--- src/rtl/atm_pkg.sv ---
// Shared types and constants for the ATM session controller: one-hot state
// encoding (doubles as the status word), error codes and operation encodings.
package atm_pkg;

  localparam int ST_W = 10;

  localparam int IDLE_BIT   = 0;
  localparam int SCAN_BIT   = 1;
  localparam int PIN_BIT    = 2;
  localparam int OPSEL_BIT  = 3;
  localparam int WDRAW_BIT  = 4;
  localparam int DEPO_BIT   = 5;
  localparam int BAL_BIT    = 6;
  localparam int MORE_BIT   = 7;
  localparam int ERR_BIT    = 8;
  localparam int RETAIN_BIT = 9;

  // One-hot values so the state register can drive the status port directly.
  typedef enum logic [ST_W-1:0] {
    S_IDLE   = ST_W'(1 << IDLE_BIT),
    S_SCAN   = ST_W'(1 << SCAN_BIT),
    S_PIN    = ST_W'(1 << PIN_BIT),
    S_OPSEL  = ST_W'(1 << OPSEL_BIT),
    S_WDRAW  = ST_W'(1 << WDRAW_BIT),
    S_DEPO   = ST_W'(1 << DEPO_BIT),
    S_BAL    = ST_W'(1 << BAL_BIT),
    S_MORE   = ST_W'(1 << MORE_BIT),
    S_ERR    = ST_W'(1 << ERR_BIT),
    S_RETAIN = ST_W'(1 << RETAIN_BIT)
  } state_t;

  localparam logic [2:0] ERR_NONE    = 3'd0;
  localparam logic [2:0] ERR_PIN     = 3'd1;
  localparam logic [2:0] ERR_FUNDS   = 3'd2;
  localparam logic [2:0] ERR_OVF     = 3'd3;
  localparam logic [2:0] ERR_OP      = 3'd4;
  localparam logic [2:0] ERR_TIMEOUT = 3'd5;
  localparam logic [2:0] ERR_LIMIT   = 3'd6;

  localparam logic [1:0] OP_ILLEGAL = 2'b00;
  localparam logic [1:0] OP_BAL     = 2'b01;
  localparam logic [1:0] OP_WDRAW   = 2'b10;
  localparam logic [1:0] OP_DEPO    = 2'b11;

  // States in which the controller waits on the customer and the idle timer runs.
  function automatic logic is_timed(input state_t s);
    return (s == S_PIN) || (s == S_OPSEL) || (s == S_MORE);
  endfunction

endpackage

--- src/rtl/atm_timeout_cnt.sv ---
// Idle-cycle counter: counts while enabled, clears on request, flags the
// cycle in which the count has reached TIMEOUT-1.
module atm_timeout_cnt #(
  parameter int TIMEOUT = 1000
) (
  input  logic clk,
  input  logic rst,
  input  logic clr,
  input  logic en,
  output logic expire
);

  localparam int CNT_W = $clog2(TIMEOUT);
  localparam logic [CNT_W-1:0] LAST = CNT_W'(TIMEOUT - 1);

  logic [CNT_W-1:0] cnt;

  assign expire = en && (cnt == LAST);

  // NOTE: clocked state uses non-blocking assignments so every register samples
  // pre-edge values; blocking here would create order-dependent races.
  always_ff @(posedge clk) begin
    if (rst || clr) begin
      cnt <= '0;
    end else if (en) begin
      cnt <= expire ? '0 : cnt + 1'b1;
    end
  end

endmodule

--- src/rtl/atm_session_ctrl.sv ---
// ATM session controller: card scan, PIN retry/retention, withdraw/deposit/
// balance ops and idle timeout. ATM_DAILY_LIMIT_EN adds a per-session withdraw cap.
module atm_session_ctrl #(
  parameter int PIN_W     = 4,
  parameter int AMT_W     = 8,
  parameter int MAX_TRIES = 3,
  parameter int TIMEOUT   = 1000,
  parameter int DAY_LIM   = 200
) (
  input  logic             clk,
  input  logic             rst,
  input  logic             card_in,
  input  logic             card_ok,
  input  logic             pin_vld,
  input  logic [PIN_W-1:0] pin_in,
  input  logic [PIN_W-1:0] pin_ref,
  input  logic             bal_ld,
  input  logic [AMT_W-1:0] bal_init,
  input  logic             op_vld,
  input  logic [1:0]       op,
  input  logic [AMT_W-1:0] amt_in,
  input  logic             more,
  output logic [9:0]       status,
  output logic [AMT_W-1:0] balance,
  output logic             disp_vld,
  output logic [AMT_W-1:0] disp_amt,
  output logic [2:0]       err_code,
  output logic [2:0]       tries_left
);

  import atm_pkg::*;

  if (MAX_TRIES < 1 || MAX_TRIES > 7 || TIMEOUT < 2 || DAY_LIM < 0) begin : g_param_check
    $error("atm_session_ctrl: parameter out of range");
  end

  state_t           state;
  logic [AMT_W-1:0] amt_q;
  logic [AMT_W:0]   dep_sum;
  logic             timed;
  logic             any_vld;
  logic             tmr_en;
  logic             expire;

  assign status  = state;
  assign dep_sum = {1'b0, balance} + {1'b0, amt_q};
  assign timed   = is_timed(state);
  assign any_vld = (state == S_PIN) ? pin_vld : op_vld;
  assign tmr_en  = timed && !any_vld;

  atm_timeout_cnt #(.TIMEOUT(TIMEOUT)) u_timeout (
    .clk    (clk),
    .rst    (rst),
    .clr    (!tmr_en),
    .en     (tmr_en),
    .expire (expire)
  );

`ifdef ATM_DAILY_LIMIT_EN
  localparam int LIM_W = AMT_W + 2;
  logic [AMT_W:0]   acc;
  logic [LIM_W-1:0] lim_sum;
  assign lim_sum = {1'b0, acc} + {2'b00, amt_q};
`endif

  always_ff @(posedge clk) begin
    if (rst) begin
      state      <= S_IDLE;
      balance    <= '0;
      disp_vld   <= 1'b0;
      disp_amt   <= '0;
      err_code   <= ERR_NONE;
      tries_left <= 3'(MAX_TRIES);
      amt_q      <= '0;
`ifdef ATM_DAILY_LIMIT_EN
      acc        <= '0;
`endif
    end else begin
      disp_vld <= 1'b0;
      err_code <= ERR_NONE;
      if (!card_in && state != S_IDLE && state != S_RETAIN) begin
        state <= S_IDLE;
      end else if (expire) begin
        state    <= S_IDLE;
        err_code <= ERR_TIMEOUT;
      end else begin
        case (state)
          S_IDLE: begin
            if (bal_ld) balance <= bal_init;
            if (card_in) state <= S_SCAN;
`ifdef ATM_DAILY_LIMIT_EN
            acc <= '0;
`endif
          end
          S_SCAN: begin
            if (card_ok) begin
              state      <= S_PIN;
              tries_left <= 3'(MAX_TRIES);
            end
          end
          S_PIN: begin
            if (pin_vld) begin
              if (pin_in == pin_ref) begin
                state <= S_OPSEL;
              end else begin
                tries_left <= tries_left - 3'd1;
                err_code   <= ERR_PIN;
                if (tries_left == 3'd1) state <= S_RETAIN;
              end
            end
          end
          S_OPSEL: begin
            if (op_vld) begin
              amt_q <= amt_in;
              case (op)
                OP_BAL:   state <= S_BAL;
                OP_WDRAW: state <= S_WDRAW;
                OP_DEPO:  state <= S_DEPO;
                default: begin
                  state    <= S_ERR;
                  err_code <= ERR_OP;
                end
              endcase
            end
          end
          S_WDRAW: begin
            if (amt_q > balance) begin
              state    <= S_ERR;
              err_code <= ERR_FUNDS;
`ifdef ATM_DAILY_LIMIT_EN
            end else if (lim_sum > LIM_W'(DAY_LIM)) begin
              state    <= S_ERR;
              err_code <= ERR_LIMIT;
`endif
            end else begin
              balance  <= balance - amt_q;
              disp_vld <= 1'b1;
              disp_amt <= amt_q;
              state    <= S_MORE;
`ifdef ATM_DAILY_LIMIT_EN
              acc      <= lim_sum[AMT_W:0];
`endif
            end
          end
          S_DEPO: begin
            if (dep_sum[AMT_W]) begin
              state    <= S_ERR;
              err_code <= ERR_OVF;
            end else begin
              balance <= dep_sum[AMT_W-1:0];
              state   <= S_MORE;
            end
          end
          S_BAL:  state <= S_MORE;
          S_MORE: begin
            if (op_vld) state <= more ? S_OPSEL : S_IDLE;
          end
          S_ERR:  state <= S_MORE;
          // Card is kept and the bad-PIN code stays up until reset.
          S_RETAIN: err_code <= err_code;
          default: state <= S_IDLE;
        endcase
      end
    end
  end

endmodule

--- config.mk ---
export PLATFORM = sky130hd
export DESIGN_NAME = atm_session_ctrl
export DESIGN_NICKNAME = d
export VERILOG_FILES = /design/src/rtl/atm_pkg.sv /design/src/rtl/atm_timeout_cnt.sv /design/src/rtl/atm_session_ctrl.sv
export SDC_FILE = /design/constraint.sdc
export NUM_CORES = 1
export LEC_CHECK = 0
export CAP_MARGIN = 15
export CORE_AREA = 5 5 97 99
export DETAILED_ROUTE_END_ITERATION = 8
export DIE_AREA = 0 0 102 104
export HOLD_SLACK_MARGIN = 0.08
export PLACE_DENSITY = 0.61
export SYNTH_ARGS = -nofsm -noshare
export SYNTH_HDL_FRONTEND = slang
export SYNTH_SLANG_ARGS = --single-unit
--- constraint.sdc ---
create_clock -name clk -period 2.8 [get_ports clk]
set_input_delay 0.42 -clock clk [delete_from_list [all_inputs] [get_ports clk]]
set_output_delay 0.42 -clock clk [all_outputs]
set_load 0.01 [all_outputs]
### Yosys cells after proc, flatten, opt, wreduce, memory -nomap -nowiden

Cells that the tools add are included.

| storage, ports and cells | value |
|---|---|
| register bits after elaboration | 51 |
| bits in latches | 0 |
| bits in writable memories | 0 |
| memory bits (read-only) | 0 |
| bits of input ports | 34 |
| output and inout port bits | 33 |
| logic and storage cells | 101 |
| memories kept | 0 |

| cells by class | value |
|---|---|
| add/sub/neg operators | 4 |
| multiply operators | 0 |
| div/mod/pow operators | 0 |
| magnitude comparators | 1 |
| eq/ne operators | 29 |
| shifts and indexed selects | 0 |
| multiplexer cells | 31 |
| bitwise logic cells | 5 |
| reductions and logical operators | 22 |

Operator list:

| cell | number |
|---|---|
| 10-bit case mux with 9 select lines | 1 |
| 10-bit two-way mux | 8 |
| 9-bit case mux with 3 select lines | 1 |
| 8-bit two-way mux | 3 |
| 8-bit case mux with 3 select lines | 1 |
| 10-bit equality test (second input constant) | 2 |
| 3-bit two-way mux | 6 |
| 9-bit two-way mux | 2 |
| 2-bit != test (second input constant) | 9 |
| 3-bit case mux with 5 select lines | 1 |
| 6-bit AND reduction | 2 |
| 10-bit by 1-bit adder with 10-bit output (second input constant) | 1 |
| 10-bit by 1-bit equality test with 1-bit output (second input constant) | 1 |
| 10-bit by 2-bit equality test with 1-bit output (second input constant) | 1 |
| 10-bit by 3-bit equality test with 1-bit output (second input constant) | 1 |
| 10-bit by 4-bit equality test with 1-bit output (second input constant) | 1 |
| 10-bit by 5-bit equality test with 1-bit output (second input constant) | 1 |
| 10-bit by 6-bit equality test with 1-bit output (second input constant) | 1 |
| 10-bit by 7-bit equality test with 1-bit output (second input constant) | 1 |
| 10-bit by 8-bit equality test with 1-bit output (second input constant) | 1 |
| 10-bit by 9-bit equality test with 1-bit output (second input constant) | 1 |
| 10-bit by 1-bit != test with 1-bit output (second input constant) | 1 |
| 10-bit != test (second input constant) | 1 |
| 8-bit by 8-bit adder with 9-bit output | 1 |
| 24 further kinds | 43 |

### Logic depth before layout (Yosys ltp)

Gate-level depths: netlist (run 1).

| depth | value |
|---|---|
| depth in word-level cells | 7 |
| depth in mapped cells | 11 |
| mapped depth without buffers | 10 |

### Modules after synthesis

Synthesis (run 1) repeated with hierarchy kept, for this count alone.

| second synthesis, totals | value |
|---|---|
| cell total of the unflattened synthesis | 392 |
| area, all modules | 3,334.4 µm² |

By module, submodules not included:

| module | times used | cells each | area each (µm²) | sequential area each (µm²) |
|---|---|---|---|---|
| atm_session_ctrl | 1 | 336 | 2,845.2 | 820.8 |
| atm_timeout_cnt | 1 | 56 | 489.2 | 200.2 |

### Worst setup path after synthesis (run 1)

OpenSTA, ideal clock, no wires.

| path | value |
|---|---|
| kind | register -> register |
| start | register balance[0] |
| end | register balance[4] |
| library setup time | 0.129 ns |
| data arrival time | 2.257 ns |
| data required time | 2.671 ns |
| setup slack | 0.414 ns |
| cell stages (with the launch flop) | 11 |
| path buffers | 1 |
| period minus slack after synthesis | 2.386 ns |
| cells stage by stage | dfxtp_1 -> ha_1 -> fa_1 -> nor2b_1 -> o21ai_0 -> a311oi_1 -> o21ai_1 -> nand3_2 -> buf_6 -> a221oi_1 -> nor3_1 |

| on the way | value |
|---|---|
| word-level cells in the longest chain between the ends | 3 |
| elaborated cells between the ends (all ways) | 9 |
| classes of those cells | 2 x add/sub; 1 x order compare; 2 x eq/ne; 3 x mux; 1 x reduce/logical |

RTL lines:

| item | line | source |
|---|---|---|
| start, declared | atm_session_ctrl.sv:24 | `output logic [AMT_W-1:0] balance,` |
| start signal, assigned | atm_session_ctrl.sv:89 | `if (bal_ld) balance <= bal_init;` |
| start signal, assigned | atm_session_ctrl.sv:136 | `balance <= balance - amt_q;` |
| start signal, assigned | atm_session_ctrl.sv:150 | `balance <= dep_sum[AMT_W-1:0];` |
| 8-bit by 8-bit adder with 9-bit output, or another cell as far along | atm_session_ctrl.sv:46 | `assign dep_sum = {1'b0, balance} + {1'b0, amt_q};` |
| 2-bit != test (no source line), or another cell as far along | -- |  |
| 6-bit AND reduction (no source line) or 8-bit case mux with 3 select lines (tied branches) | -- |  |

Several ways; a longest one is shown, not always the timed one. The select of a mux whose other input is x is not followed.
A chain may end at the register's enable or synchronous reset.

### Worst setup path in the final report (run 1)

| path | value |
|---|---|
| start | register amt_q[0] |
| end | register balance[4] |

| on the way | value |
|---|---|
| word-level cells in the longest chain between the ends | 3 |
| elaborated cells between the ends (all ways) | 9 |
| classes of those cells | 2 x add/sub; 1 x order compare; 2 x eq/ne; 3 x mux; 1 x reduce/logical |

RTL lines:

| item | line | source |
|---|---|---|
| start, declared | atm_session_ctrl.sv:38 | `logic [AMT_W-1:0] amt_q;` |
| start signal, assigned | atm_session_ctrl.sv:114 | `amt_q <= amt_in;` |
| 8-bit by 8-bit adder with 9-bit output, or another cell as far along | atm_session_ctrl.sv:46 |  |
| 2-bit != test (no source line), or another cell as far along | -- |  |
| 6-bit AND reduction (no source line) or 8-bit case mux with 3 select lines (tied branches) | -- |  |

Several ways; a longest one is shown, not always the timed one. The select of a mux whose other input is x is not followed.

==> run summary, run 1 <==
The flow ran to the end, and the final reports show no timing, DRC or antenna violations. At the end of routability-driven placement, the weighted congestion stood at 0.876. In this run, the number of DRC markers left after iteration 0 of detailed routing was 84. The share of the core filled with cells is 0.501. Yosys attributes the largest share of cell area to sky130_fd_sc_hd__dfxtp_1 31%, sky130_fd_sc_hd__ha_1 7.2%, sky130_fd_sc_hd__mux2i_1 7.0%. Across all layers, the routed design uses 3022 vias.

TritonCTS built the clock tree. The portion of the clock cycle consumed by the worst path in the final layout works out to 0.918. The clock passes through at most 2 buffers.

The final max-slew violation count was 0. The top-area cell type share of the netlist area is 0.310, and the overall fraction of global-route tracks in use is 0.165. The worst register-to-register path has a depth of 9. After routing, the total negative slack on setup checks comes to 0 ns.

The layout cell share with drive strength beyond 1 was 0.0946; the detail-routed via count per cell was 5.27. Worst hold-check path type: flop to flop. The run gives 0.310 as the sequential element share of the synthesized area.

The worst hold slack after final layout was 0.456 ns; the arrival time reported for the critical path endpoint was 2.77 ns. The analysis attributes to cell leakage a power of 1.59 nW. After routing the design area is 4240 µm². Clock sink count: 51. The total wirelength of the detailed-routed design was 8620 µm; the count of antenna diodes in the layout was 0. The first TritonRoute pass finished after 4 iterations. The horizontal die dimension was 102 µm.

The post-placement cell area is 4130 µm², and the die footprint is 10600 µm². For the pin with the worst max-slew slack, the measured transition is 0.583 ns. Kind of start point of the critical path: a flop. The run gives 0.31 ns as the clock insertion delay at the later pin of the skew report. The commonest cells after synthesis are 59 x sky130_fd_sc_hd__nor2_1, 51 x sky130_fd_sc_hd__dfxtp_1, 24 x sky130_fd_sc_hd__nand2_1. The global routing's busiest layer is met2. For hold timing, the worst endpoint is u_timeout.cnt[0]. Number of instances on the worst hold path: 1.

After global routing the overflow that remains totals 0. Setup repair after global routing left no endpoint under its margin. Worst hold path startpoint: u_timeout.cnt[0]. The number of buffers added on ports was 66; the number of synthesis warnings was 0. The count of unique library cells instantiated by Yosys is 66, and the placement row count is 34.

The count of filler cells inserted in the layout is 832, and the CTS buffer count is 5. By startpoint and endpoint, the worst setup path is classified as flop to flop. The synthesized design contains 0 enable-type register cells. For flop-to-flop paths, the worst setup slack is 0.23 ns. In this run, post-CTS hold repair placed 0 buffers. In the post-synthesis netlist, the cell with the most instances is sky130_fd_sc_hd__nor2_1.

In this run the vertical extent of the chip is 104 µm. Static timing analysis puts the maximum clock frequency at 0.389 GHz. The via count of the first global-routing pass was 3002. The tools report the effective utilization at floorplan as 0.389. The worst path needs 2.57 ns of the cycle, external delays included.

The first global-routing pass estimated 14200 µm of wire. The tools report the worst-case headroom to the max-slew limit as 0.608. The count of antenna-violating nets left after detailed routing was 0; the clock transition at the registers of the reported paths was 0.10 ns. Setup violations remaining at the end of the flow were counted as 0. Among all flip-flop cells after synthesis, the most frequent one is sky130_fd_sc_hd__dfxtp_1. Data on the critical path is required at its endpoint by 3.00 ns.

The power per unit of standard cell area is 540 nW/µm², and the per-instance average area after synthesis is 8.43 µm². The area growth from synthesis to layout came out at 28.8%. Met1 usage in global routing: 0.205. The clock tree synthesis step divided the H-tree into 2 levels.

For this design the top-level I/O count stands at 67. When the netlist entered floorplanning its net count stood at 445. The number of max-cap violations is 0, and the post-layout net count is 519. Along the worst path, the maximum fanout reaches 13.

The detailed placer's ending HPWL is 6720 µm. The worst setup path is captured at a flop. The root buffer cell was sky130_fd_sc_hd__clkbuf_8. The maximum vdd drop is 238 µV.

Endpoint of the worst register-to-register path: balance[4]. The synthesized instance count came out at 390. After detailed routing, the average wire length per cell comes to 15.0 µm.

Sequential cell area: 1020 µm². The met3 demand-to-capacity share in global routing was 0.0376; the register bit count reported by yosys was 51. The floorplan step defined a core boundary enclosing 8470 µm².

The count of final hold-check violations came out at 0. For this run, design rule violations remaining after detail routing come to 0. Met2 track demand over resource in global routing: 0.282.

The post-route clock skew came out at 0.00951 ns. The synthesized design spends more area on one cell type than any other, namely sky130_fd_sc_hd__dfxtp_1. The area used by multi-input combinational logic is 2140 µm².

The maximum number of pins on one net before global-route repair was 30; the post-synthesis async set-or-reset flop share was 0. The cell area that synthesis handed to floorplanning was 3290 µm². In this run the critical register-to-register path is launched from amt_q[0].

The run gives 0 as the number of antenna violations at the first check in global routing.
==> worst max-delay path, stage by stage (launching register included) <==
cell and delay (ns):
sky130_fd_sc_hd__dfxtp_1 0.35, sky130_fd_sc_hd__ha_1 0.24, sky130_fd_sc_hd__fa_1 0.43, sky130_fd_sc_hd__nor2b_1 0.15, sky130_fd_sc_hd__o21ai_0 0.23, sky130_fd_sc_hd__a311oi_1 0.17, sky130_fd_sc_hd__o21ai_1 0.27, sky130_fd_sc_hd__nand3_4 0.24
sky130_fd_sc_hd__a221oi_1 0.29, sky130_fd_sc_hd__nor3_1 0.08
==> metal layers <==
| layer | share of wire | vias up |
|---|---|---|
| met3 | 0.063 | 15 |
| met4 | 0.016 | 0 |
| li1 | - | 1539 |
| met2 | 0.48 | 88 |
| met1 | 0.44 | 1380 |
| met5 | 0 | - |
==> power by group <==
group	internal [mW]	switching, mW	leakage [nW]
clock network	0.175	0.258	0.0402
registers	0.776	0.0769	0.413
logic	0.468	0.533	1.14
total	1.42	0.868	1.59
==> flip-flops by register name, summed over array words and instances (netlist names) <==
name           count
status            10
amt_q              8
tries_left         3
err_code           3
balance            8
disp_vld           1
u_timeout.cnt     10
disp_amt           8
==> repair_timing <==
action                                 in CTS  in global routing
setup endpoints to repair                   0                  7
resized for setup                           0                  2
buffers inserted                            0                  0
endpoints found under the hold margin       0                  0
==> kinds of logic after synthesis <==
group	Yosys count	synth area share
AND/OR/NAND/NOR	167	0.286
XOR/XNOR	18	0.0479
flip-flops	51	0.310
buffers and inverters	35	0.0437
adder cells (fa/ha/maj)	21	0.0844
AO/OA/AOI/OAI	75	0.158
multiplexers	23	0.0700
==> how the worst max path moves through the flow <==
| stage | from | endpoint |
|---|---|---|
| 2_1_floorplan | balance[0] | balance[4] |
| 3_3_place_gp | amt_q[2] | balance[7] |
| 3_5_place_dp | amt_q[2] | balance[6] |
| 4_1_cts | amt_q[2] | balance[6] |
| 5_1_grt | balance[0] | disp_amt[7] |
| 6_report | amt_q[0] | balance[4] |
==> layout by cell type (no fill, tap or decap), types with 5 or more instances in the layout <==
cell type / synthesis / final
sky130_fd_sc_hd__clkdlybuf4s50_1: 0 / 66
sky130_fd_sc_hd__nor2_1: 59 / 59
sky130_fd_sc_hd__dfxtp_1: 51 / 51
sky130_fd_sc_hd__nand2_1: 24 / 24
sky130_fd_sc_hd__mux2i_1: 23 / 23
sky130_fd_sc_hd__inv_1: 22 / 22
sky130_fd_sc_hd__ha_1: 19 / 19
sky130_fd_sc_hd__o21ai_0: 14 / 14
sky130_fd_sc_hd__buf_4: 0 / 14
sky130_fd_sc_hd__xor2_1: 13 / 13
sky130_fd_sc_hd__a21oi_1: 12 / 12
sky130_fd_sc_hd__nor2b_1: 11 / 11
sky130_fd_sc_hd__nand2b_1: 10 / 10
sky130_fd_sc_hd__nor3_1: 9 / 9
sky130_fd_sc_hd__nor4_1: 6 / 6
sky130_fd_sc_hd__a31oi_1: 6 / 6
sky130_fd_sc_hd__nand3_1: 6 / 6
sky130_fd_sc_hd__a221oi_1: 6 / 6
sky130_fd_sc_hd__xnor2_1: 5 / 5
sky130_fd_sc_hd__clkbuf_8: 0 / 5
==> cell type report <==
cell class / count / share of cell area
Timing Repair Buffer: 80 / 0.181
Inverter: 22 / 0.0195
Sequential cell: 51 / 0.241
Clock buffer: 5 / 0.0162
Clock inverter: 3 / 0.00472
Tap cell: 108 / 0.0319
Multi-Input combinational cell: 304 / 0.506
==> stage by stage <==
step                      std cells  power, mW  setup slack (ns)
after floorplan                 390       1.53             0.414
after global placement          565       1.84             0.230
after detailed placement        565       1.85             0.114
after CTS                       573       2.29            0.0969
after global routing            573       2.46            0.0852
final                           573       2.29             0.230
No activity file was read; power rests on OpenSTA's default activity.
==> run 2, diff against run 1 <==
--- a/config.mk
+++ b/config.mk
@@ -7,6 +7,7 @@
 export LEC_CHECK = 0
 export CAP_MARGIN = 15
 export CORE_AREA = 5 5 97 99
+export CTS_BUF_LIST = sky130_fd_sc_hd__clkbuf_16
 export DETAILED_ROUTE_END_ITERATION = 8
 export DIE_AREA = 0 0 102 104
 export HOLD_SLACK_MARGIN = 0.08
==> run 2 against run 1 <==
Largest cell class unchanged. Clock power up 40%. Critical path type unchanged. First-iteration DRC count rose by 21%. Hold slack got worse by 0.0056 ns. Sequential cell count unchanged. Cell count unchanged.
==> run summary, run 2 (synthesis results as in run 1) <==
Placeable core area: 8470 µm² (unchanged). The die footprint came out at 10600 µm² (unchanged). TritonCTS built the clock tree. The total wirelength of the detailed-routed design is 8540 µm (-0.92%). Walking the worst path, the cells encountered are ha_1 > fa_1 > nor2b_1 > o21ai_0 > a311oi_1 > o21ai_1 > nand3_2 > a211oi_1 > a211oi_1. Layout cell share with drive strength beyond 1: 0.0946 (unchanged). Kind of start point of the critical path: a flop.

The sequential cell area was 1020 µm² (unchanged). The effective utilization at floorplan is 0.389 (unchanged), and the leakage power is 1.61 nW (+1.5%). The power per unit of standard cell area came out at 570 nW/µm² (+5.7%). The routed via count was 3028 (+0.20%).

The detail-routed via count per cell is 5.28 (+0.20%). The run gives 0 (unchanged) as the count of antenna-violating nets left after detailed routing. On the critical path, the stage with the largest delay is an instance of sky130_fd_sc_hd__fa_1.

The switching share of power is 0.358 (-0.0217), and the detailed placer's ending HPWL is 6720 µm (unchanged). The count of final hold-check violations was 0 (unchanged); the number of buffers added on ports was 66 (unchanged). The tools report the post-route clock skew as 0.00749 ns (-0.00201 ns). The area used by multi-input combinational logic was 2140 µm² (-0.35%). The run gives 0.876 (unchanged) as the final weighted congestion in routability-driven placement. The buffer and inverter count on the worst path was 0 (unchanged); the placement row count was 34 (unchanged). The horizontal die dimension is 102 µm (unchanged), and the count of filler cells inserted in the layout is 830 (-0.24%). The logs give 0.247 (+0.058) for the part of the total power dissipated in the clock network and 14200 µm (-0.29%) for the global-route wire length before repair. The run gives 2995 (-0.23%) as the via count of the first global-routing pass.

Kind of cell adding the most delay to the critical path: compound AO/OA/AOI/OAI gates. The area growth from synthesis to layout was 30.3%; the clock sink count was 51 (unchanged). Number of I/O pins: 67 (unchanged). The violation count after the first detailed-routing iteration is 102 (+21%). The tools report the number of iterations in the first detailed-routing pass as 4 (unchanged). The maximum fanout along the worst path works out to 13 (unchanged). For the worst endpoint required time, the log shows 2.97 ns (-0.03 ns).

The CTS buffer count was 5 (unchanged); the post-place setup slack was 0.114 ns (unchanged). The maximum achievable frequency was 0.385 GHz (-1.1%). The flow ran to the end, and the final reports show no timing, DRC or antenna violations. The clock transition at the registers of the reported paths is 0.07 ns (-0.03 ns). For the post-placement cell area, the log shows 4130 µm² (unchanged).

The internal power was 1.57 mW (+11%). The shortest period the worst path allows works out to 2.60 ns (+0.0278 ns). The logs give 0.607 (about the same) for the worst-case headroom to the max-slew limit and 2 (unchanged) for the H-tree depth. The clock insertion delay at the later pin of the skew report came out at 0.29 ns (-0.02 ns).

The cell with the most instances on the worst path is sky130_fd_sc_hd__a211oi_1. The share of total power in sequential cells was 0.349 (-0.024). The portion of the clock cycle consumed by the worst path in the final layout is 0.928 (+0.00992), and the worst hold slack after final layout is 0.450 ns (-0.00565 ns).

The library cells used most frequently in the layout, excluding fill and tap cells, are 66 x sky130_fd_sc_hd__clkdlybuf4s50_1, 59 x sky130_fd_sc_hd__nor2_1, 51 x sky130_fd_sc_hd__dfxtp_1. The maximum clock path buffer count is 2 (unchanged), and the total congestion overflow is 0 (unchanged). The fraction of power consumed by combinational cells was 0.404 (-0.034); the final sum of negative setup slack was 0 ns (unchanged). The delay of the slowest cell on the worst path was 0.43 ns (about the same); the total DRC errors in the routed layout was 0 (unchanged). The routed length per placed instance came out at 14.9 µm (-0.92%).

Net switching power of the design: 875 µW (+0.82%). The class of the most critical setup path was flop to flop. Setup repair after global routing left no endpoint under its margin. For the number of antenna violations at the first check in global routing, the log shows 0 (unchanged). The run gives 0 (unchanged) as the final max-slew violation count.

Overall fraction of global-route tracks in use: 0.163 (-0.00123). The arrival time reported for the critical path endpoint is 2.76 ns (about the same), and the final critical-path setup slack is 0.203 ns (-0.0278 ns). The number of endpoints failing setup at the final stage came out at 0 (unchanged). For the maximum vdd drop, the log shows 256 µV (+7.4%).

The number of max-cap violations was 0 (unchanged). The tools report the sort of element at the end of the critical path as a flop. Vertical extent of the die: 104 µm (unchanged).

The root buffer cell was sky130_fd_sc_hd__clkbuf_16. The maximum number of pins on one net before global-route repair was 30 (unchanged). The post-layout net count was 519 (unchanged); the count of antenna diodes in the layout was 0 (unchanged).

The pin slew with the least headroom to its limit was 0.584 ns (+0.000390 ns); the summed area of non-filler cells in the final layout was 4290 µm² (+1.2%). In this run the worst hold path is classified as flop to flop. The library cell used most frequently in the layout, excluding fill and tap cells, is sky130_fd_sc_hd__clkdlybuf4s50_1.
## run 2: per-stage QoR
| stage | std cells | util | power [mW] |
|---|---|---|---|
| floorplan | 390 | - | 1.53 |
| global placement | 565 | 0.488 | 1.84 |
| detailed placement | 565 | 0.488 | 1.85 |
| CTS | 573 | 0.505 | 2.46 |
| global route | 573 | 0.506 | 2.62 |
| finish | 573 | 0.506 | 2.45 |
## run 2: power groups by stage
stage / logic, mW / clock network [mW] / registers [mW]
floorplan: 0.663 / 0 / 0.865
global placement: 0.973 / 0 / 0.870
detailed placement: 0.980 / 0 / 0.870
CTS: 0.985 / 0.620 / 0.854
global route: 1.10 / 0.653 / 0.866
finish: 0.989 / 0.604 / 0.853
## run 2: worst paths after layout
kind                                  startpoint          endpoint  slack (ns)  cells after the start
worst max-delay path                    amt_q[0]        balance[0]        0.20                      9
worst min-delay path            u_timeout.cnt[0]  u_timeout.cnt[0]        0.45                      1
worst max register to register          amt_q[0]        balance[0]        0.20                      9
worst min register to register  u_timeout.cnt[0]  u_timeout.cnt[0]        0.45                      1
## run 2: metal layers
layer	track usage	wire (µm)	up-vias
met5	0	0	-
met3	0.0362	573	11
met4	0.0328	97	0
met2	0.284	4150	91
li1	-	-	1542
met1	0.205	3720	1384
## run 2: what timing repair did
| action | 4_1_cts | 5_1_grt |
|---|---|---|
| setup buffers | 0 | 0 |
| endpoints found under the setup margin | 0 | 5 |
| resized for setup | 0 | 1 |
| hold buffers | 0 | 0 |
## run 2: layout make-up
class,instances,area share
tap,108,0.0315
sequential,51,0.238
clock buffer,5,0.0292
inverter,22,0.0193
clock inverter,3,0.00467
multi-input combinational,304,0.499
timing repair buffer,80,0.179
## run 2: worst register-to-register path, stage by stage, from the launching register on
cell and delay, ns:
sky130_fd_sc_hd__dfxtp_1 0.34, sky130_fd_sc_hd__ha_1 0.24, sky130_fd_sc_hd__fa_1 0.43, sky130_fd_sc_hd__nor2b_1 0.15
sky130_fd_sc_hd__o21ai_0 0.23, sky130_fd_sc_hd__a311oi_1 0.17, sky130_fd_sc_hd__o21ai_1 0.21, sky130_fd_sc_hd__nand3_2 0.31
sky130_fd_sc_hd__a211oi_1 0.32, sky130_fd_sc_hd__a211oi_1 0.07
